===== config.mk =====
export PLATFORM = sky130hd
export DESIGN_NAME = fetch_unit
export DESIGN_NICKNAME = d
export VERILOG_FILES = /design/src/rtl/risc_pkg.sv /design/src/rtl/run_ctrl.sv /design/src/rtl/fetch_unit.sv
export SDC_FILE = /design/constraint.sdc
export NUM_CORES = 1
export LEC_CHECK = 0
export ABC_AREA = 1
export ABC_CLOCK_PERIOD_IN_PS = 1600
export CAP_MARGIN = 20
export CORE_UTILIZATION = 47
export CTS_CLUSTER_SIZE = 30
export DETAILED_ROUTE_END_ITERATION = 16
export PLACE_DENSITY = 0.87
export SLEW_MARGIN = 40
export SYNTH_ARGS = -nofsm -noshare
export SYNTH_HDL_FRONTEND = slang
export SYNTH_SLANG_ARGS = --single-unit

===== constraint.sdc =====
create_clock -name clk -period 1.6 [get_ports clk]
set_input_delay 0.32 -clock clk [delete_from_list [all_inputs] [get_ports clk]]
set_output_delay 0.32 -clock clk [all_outputs]
set_load 0.01 [all_outputs]

===== src/rtl/risc_pkg.sv =====
// Shared definitions for the small RISC datapath: opcode encodings, default
// widths and the run-control FSM state type.
package risc_pkg;

  localparam int unsigned AWIDTH_DEF = 5;
  localparam int unsigned DWIDTH_DEF = 8;

  // 3-bit opcode field, IR[7:5] with the default widths.
  localparam logic [2:0] OP_HLT = 3'd0;
  localparam logic [2:0] OP_SKZ = 3'd1;
  localparam logic [2:0] OP_ADD = 3'd2;
  localparam logic [2:0] OP_AND = 3'd3;
  localparam logic [2:0] OP_XOR = 3'd4;
  localparam logic [2:0] OP_LDA = 3'd5;
  localparam logic [2:0] OP_STO = 3'd6;
  localparam logic [2:0] OP_JMP = 3'd7;

  typedef enum logic [1:0] {
    RUN    = 2'd0,
    HALTED = 2'd1,
    STEP   = 2'd2
  } run_state_t;

endpackage


===== src/rtl/run_ctrl.sv =====
// Run/halt/single-step/breakpoint control.
// Ports:
//   clk, rst_n        clock, async active-low reset
//   sel, ld_ir, halt  controller strobes (edge-detected here)
//   resume, step      debug controls, sampled in HALTED
//   bp_en, bp_addr    breakpoint enable / PC value
//   pc                current program counter
//   ld_ir_rise        first cycle of an ld_ir pulse
//   run               controller clock enable
//   halted, bp_hit    status
module run_ctrl
  import risc_pkg::*;
#(
  parameter int unsigned AWIDTH       = AWIDTH_DEF,
  parameter bit          START_HALTED = 1'b0
) (
  input  logic              clk,
  input  logic              rst_n,
  input  logic              sel,
  input  logic              ld_ir,
  input  logic              halt,
  input  logic              resume,
  input  logic              step,
  input  logic              bp_en,
  input  logic [AWIDTH-1:0] bp_addr,
  input  logic [AWIDTH-1:0] pc,
  output logic              ld_ir_rise,
  output logic              run,
  output logic              halted,
  output logic              bp_hit
);

  localparam run_state_t RstState = START_HALTED ? HALTED : RUN;

  run_state_t state_q, state_d;
  logic       bp_hit_q, bp_hit_d;
  logic       sel_q, ld_ir_q, halt_q;
  logic       boundary, halt_rise, bp_match;

  // sel_q resets to 1 so leaving reset with sel=1 is not a boundary.
  assign boundary   = sel & ~sel_q;
  assign halt_rise  = halt & ~halt_q;
  assign ld_ir_rise = ld_ir & ~ld_ir_q;
  assign bp_match   = bp_en & boundary & (pc == bp_addr);

  always_ff @(posedge clk or negedge rst_n) begin
    if (!rst_n) begin
      state_q  <= RstState;
      bp_hit_q <= 1'b0;
      sel_q    <= 1'b1;
      ld_ir_q  <= 1'b0;
      halt_q   <= 1'b0;
    end else begin
      state_q  <= state_d;
      bp_hit_q <= bp_hit_d;
      sel_q    <= sel;
      ld_ir_q  <= ld_ir;
      halt_q   <= halt;
    end
  end

  always_comb begin
    state_d  = state_q;
    bp_hit_d = bp_hit_q;
    run      = 1'b0;
    case (state_q)
      RUN: begin
        // Halt edge still lets this cycle run, so the controller reaches OP_FETCH.
        run = ~bp_match;
        if (halt_rise) state_d = HALTED;
        if (bp_match) begin
          state_d  = HALTED;
          bp_hit_d = 1'b1;
        end
      end
      HALTED: begin
        if (resume) begin
          state_d  = RUN;
          bp_hit_d = 1'b0;
        end else if (step) begin
          state_d  = STEP;
          bp_hit_d = 1'b0;
        end
      end
      STEP: begin
        // Freeze at the start of the next instruction; breakpoints ignored.
        run = ~boundary;
        if (boundary || halt_rise) state_d = HALTED;
      end
      default: state_d = HALTED;
    endcase
  end

  assign halted = (state_q == HALTED);
  assign bp_hit = bp_hit_q;

endmodule


===== src/rtl/fetch_unit.sv =====
// Fetch stage: program counter, instruction register, retired-instruction
// counter and memory address mux, plus run control for the controller.
// Ports:
//   clk, rst_n                 clock, async active-low reset
//   sel, ld_ir, inc_pc, ld_pc  controller strobes
//   halt                       halt request from controller
//   data_in                    memory read data
//   resume, step               debug controls
//   bp_en, bp_addr             breakpoint
//   opcode, operand            IR fields
//   addr                       memory address (sel ? pc : operand)
//   pc                         program counter
//   run, halted, bp_hit        run control outputs
//   instr_count                IR captures since reset
module fetch_unit
  import risc_pkg::*;
#(
  parameter int unsigned AWIDTH       = AWIDTH_DEF,
  parameter int unsigned DWIDTH       = DWIDTH_DEF,
  parameter int unsigned CWIDTH       = 16,
  parameter bit          START_HALTED = 1'b0
) (
  input  logic                     clk,
  input  logic                     rst_n,
  input  logic                     sel,
  input  logic                     ld_ir,
  input  logic                     inc_pc,
  input  logic                     ld_pc,
  input  logic                     halt,
  input  logic [DWIDTH-1:0]        data_in,
  input  logic                     resume,
  input  logic                     step,
  input  logic                     bp_en,
  input  logic [AWIDTH-1:0]        bp_addr,
  output logic [DWIDTH-AWIDTH-1:0] opcode,
  output logic [AWIDTH-1:0]        operand,
  output logic [AWIDTH-1:0]        addr,
  output logic [AWIDTH-1:0]        pc,
  output logic                     run,
  output logic                     halted,
  output logic                     bp_hit,
  output logic [CWIDTH-1:0]        instr_count
);

  logic [AWIDTH-1:0] pc_q, pc_d;
  logic [DWIDTH-1:0] ir_q, ir_d;
  logic [CWIDTH-1:0] cnt_q, cnt_d;
  logic              ld_ir_rise;

  run_ctrl #(
    .AWIDTH       (AWIDTH),
    .START_HALTED (START_HALTED)
  ) u_run_ctrl (
    .clk        (clk),
    .rst_n      (rst_n),
    .sel        (sel),
    .ld_ir      (ld_ir),
    .halt       (halt),
    .resume     (resume),
    .step       (step),
    .bp_en      (bp_en),
    .bp_addr    (bp_addr),
    .pc         (pc_q),
    .ld_ir_rise (ld_ir_rise),
    .run        (run),
    .halted     (halted),
    .bp_hit     (bp_hit)
  );

  assign opcode  = ir_q[DWIDTH-1:AWIDTH];
  assign operand = ir_q[AWIDTH-1:0];

  always_comb begin
    pc_d  = pc_q;
    ir_d  = ir_q;
    cnt_d = cnt_q;
    if (run) begin
      if (ld_pc)       pc_d = operand;
      else if (inc_pc) pc_d = pc_q + 1'b1;
      // Second phase of ld_ir carries invalid data; capture only the first.
      if (ld_ir_rise) begin
        ir_d  = data_in;
        cnt_d = cnt_q + 1'b1;
      end
    end
  end

  always_ff @(posedge clk or negedge rst_n) begin
    if (!rst_n) begin
      pc_q  <= '0;
      ir_q  <= '0;
      cnt_q <= '0;
    end else begin
      pc_q  <= pc_d;
      ir_q  <= ir_d;
      cnt_q <= cnt_d;
    end
  end

  assign pc          = pc_q;
  assign addr        = sel ? pc_q : operand;
  assign instr_count = cnt_q;

endmodule


==> metrics <==
setup slack after layout=-0.02574 ns; Post-Synthesis Net Count=295; Clock Path Buffers=2; measured slew at the worst slew-check pin=0.4551 ns; Finished Layout Cells=418; Clk Latency, worst-skew pair=0.29 ns; Antenna diodes=0; first-pass GRT wire length=8280 µm; Layout area overhead=50.31%; crit path launch type=register; required time of the worst setup path=1.28 ns; vias in the first global route=1,911; Slew HR=69.66%; WL per Instance=12.42 µm; Sinks on Clock Net=35; register share of total power=34.0%; combinational share of power=48.7%; GRT busiest layer=met2; Post-Place Cells=393; Initial DRC Count=76; Yosys reg bits=35; synthesized cell area=2002 µm²; Setup TNS=-0.02574 ns; Critical-path top delay cell=dfrtp_1; final net count=392; IO buf count=59; CP Class=register to primary output; crit path time final=1.626 ns; commonest non-fill, non-tap cell in the layout=nand2_1; maximum clock frequency=0.6151 GHz; final worst path period share=101.6%; worst path cell trace=nor2_1 > nand2_2 > nor2_4 > nand3_4 > nand2_2 > inv_2 > buf_6; Power Density=1264 nW/µm²; clock root buffer=clkbuf_8; switching power=1.421 mW; post-DP HPWL=3514 µm; worst clock skew=0.002145 ns; final setup violation count=1; Pleak=1.634 nW; IR drop worst, VDD=0.0009113 V; flop-to-flop setup slack=0.11 ns; Detailed Routing Iterations Pass 1=4; drt drc=0; post-route cell area=3009 µm²; failing checks=setup timing; critical path capture point type=primary output; Seq/Total Area, Yosys=43.81%; Total Routed Length=5190 µm; Synth cell types=27; Vias/cell=4.868; clock-pin slew on the worst setup and hold paths=0.07 ns; RSZ-0062 raised after global routing=true; TritonCTS clock tree=done; grt total ovfl=0; max cap viols=0; num ports=60; M2 GR Usage=43.63%; M3 GR Usage=6.419%; row cnt=23; # H-tree levels=2; Synth Warn #=0; Initial Util=49.34%; switching share of total power=37.35%; Max Slew Vio Count=0; Worst path max stage delay=0.39 ns; core footprint=4058 µm²; most used cell along the critical path=nand2_2; via count=2,035; Die Ht=67.27 µm; pin count of the biggest net entering global routing=22; Avg Cell Area, Syn=7.415 µm²; total CTS buffers=5; Final GP Congestion=0.9271; met1 Use GR=28.62%; status=finished with violations; Gate Count Post-Synth=270; Die Width=67.27 µm; Clk pwr share=17.3%; die area=4525 µm²; Critical Path AT=1.31 ns; placed inst area=2756 µm²; share of post-route cells with drive strength above 1=21.20%; Fin. Hold Viols=0; Worst Hold Class=input pin to register; remaining antenna violation count=0; initial antenna violation count=0; Worst Path Max Fanout=2; Cell Int Power=2.383 mW; commonest non-fill, non-tap cells in the layout=nand2_1, buf_4, clkdlybuf4s50_1, dfrtp_1, inv_1; total track usage=24.63%
## registers in the layout (all words and copies together) (netlist names)
register and flops:
u_run_ctrl.ld_ir_q 1, pc 5, u_run_ctrl.bp_hit 1, u_run_ctrl.state_q 2, instr_count 16, u_run_ctrl.halt_q 1
u_run_ctrl.sel_q 1, ir_q 8
## final cells by class
cell class / count / area [µm²]
Clock inverter: 1 / 5.005
Timing Repair Buffer: 96 / 872.1
Clock buffer: 7 / 86.33
Fill cell: 316 / 1049
Sequential cell: 35 / 879.6
Inverter: 30 / 115.1
Multi-Input combinational cell: 199 / 988.4
Tap cell: 50 / 62.56
## final timing paths
| kind | start | to | cells after the start |
|---|---|---|---|
| max | u_run_ctrl.state_q[1] | run | 7 |
| min | sel | u_run_ctrl.sel_q | 2 |
| max reg2reg | u_run_ctrl.sel_q | ir_q[2] | 9 |
| min reg2reg | ir_q[6] | ir_q[6] | 2 |
| max in group asynchronous | rst_n | instr_count[4] | 3 |
| min in group asynchronous | rst_n | ir_q[0] | 2 |
## per-stage QoR
stage	worst slack [ns]	utilization [%]	hold WS, ns	total power, mW
after detailed placement	-0.5433	67.93	0.2890	3.098
after global routing	-0.1268	74.16	0.4261	4.107
after floorplan	0.1813	-	0.02441	2.146
after global placement	-0.5234	67.93	0.2896	3.051
final	-0.02574	74.16	0.4279	3.805
after CTS	-0.2521	71.75	0.4186	3.761
## metal layers
metal | share of wire (%) | wire length [µm] | up-vias
li1 | - | - | 1024
met4 | 1.5 | 76 | 0
met3 | 6.1 | 318 | 9
met1 | 42 | 2197 | 937
met5 | 0 | 0 | -
met2 | 50 | 2598 | 65
## synthesized netlist by cell type, drive strengths merged
cell / number / area, µm²
or2: 1 / 6.260
inv: 30 / 115.1
nor3: 2 / 10.01
nand3: 14 / 100.1
xnor2: 7 / 61.31
o2111ai: 1 / 8.760
clkbuf: 1 / 3.750
dfstp: 1 / 26.28
ha: 2 / 25.02
o21ai: 18 / 90.08
nand2: 119 / 449.2
dfrtp: 34 / 850.8
buf: 5 / 52.55
nor2: 22 / 100.1
nand4: 4 / 25.02
mux2i: 2 / 20.02
a21oi: 1 / 5.000
xor2: 6 / 52.55
## logic make-up (layout without fill, tap and decap cells)
group | after synthesis | after routing | synth area share (%)
flops | 35 | 35 | 43.81
compound gates | 20 | 20 | 5.187
simple gates | 162 | 162 | 34.50
mux | 2 | 2 | 1.000
xor+xnor | 13 | 13 | 5.688
fa+ha+maj | 2 | 2 | 1.250
buf+inv | 36 | 134 | 8.562
## power by group through the flow
| stage | clock network [mW] | registers, mW | logic [mW] |
|---|---|---|---|
| floorplan | 0 | 1.41 | 0.732 |
| global placement | 0 | 1.31 | 1.74 |
| detailed placement | 0 | 1.32 | 1.78 |
| CTS | 0.684 | 1.29 | 1.79 |
| global route | 0.722 | 1.32 | 2.07 |
| finish | 0.658 | 1.29 | 1.85 |
## critical path, delay by kind of cell (launching register included)
kind | cells | cell delay, ns
DFF | 1 | 0.39
buffers and inverters | 2 | 0.14
and+or+nand+nor | 5 | 0.48
## repair_timing
action                     4_1_cts  5_1_grt
pin swaps                        1        8
setup endpoints to repair       24       35
hold buffers                     1        0
hold endpoints to repair        17        0
resized for setup               25       36
buffers inserted                 9        7
Power figures use the tool's default switching activity.
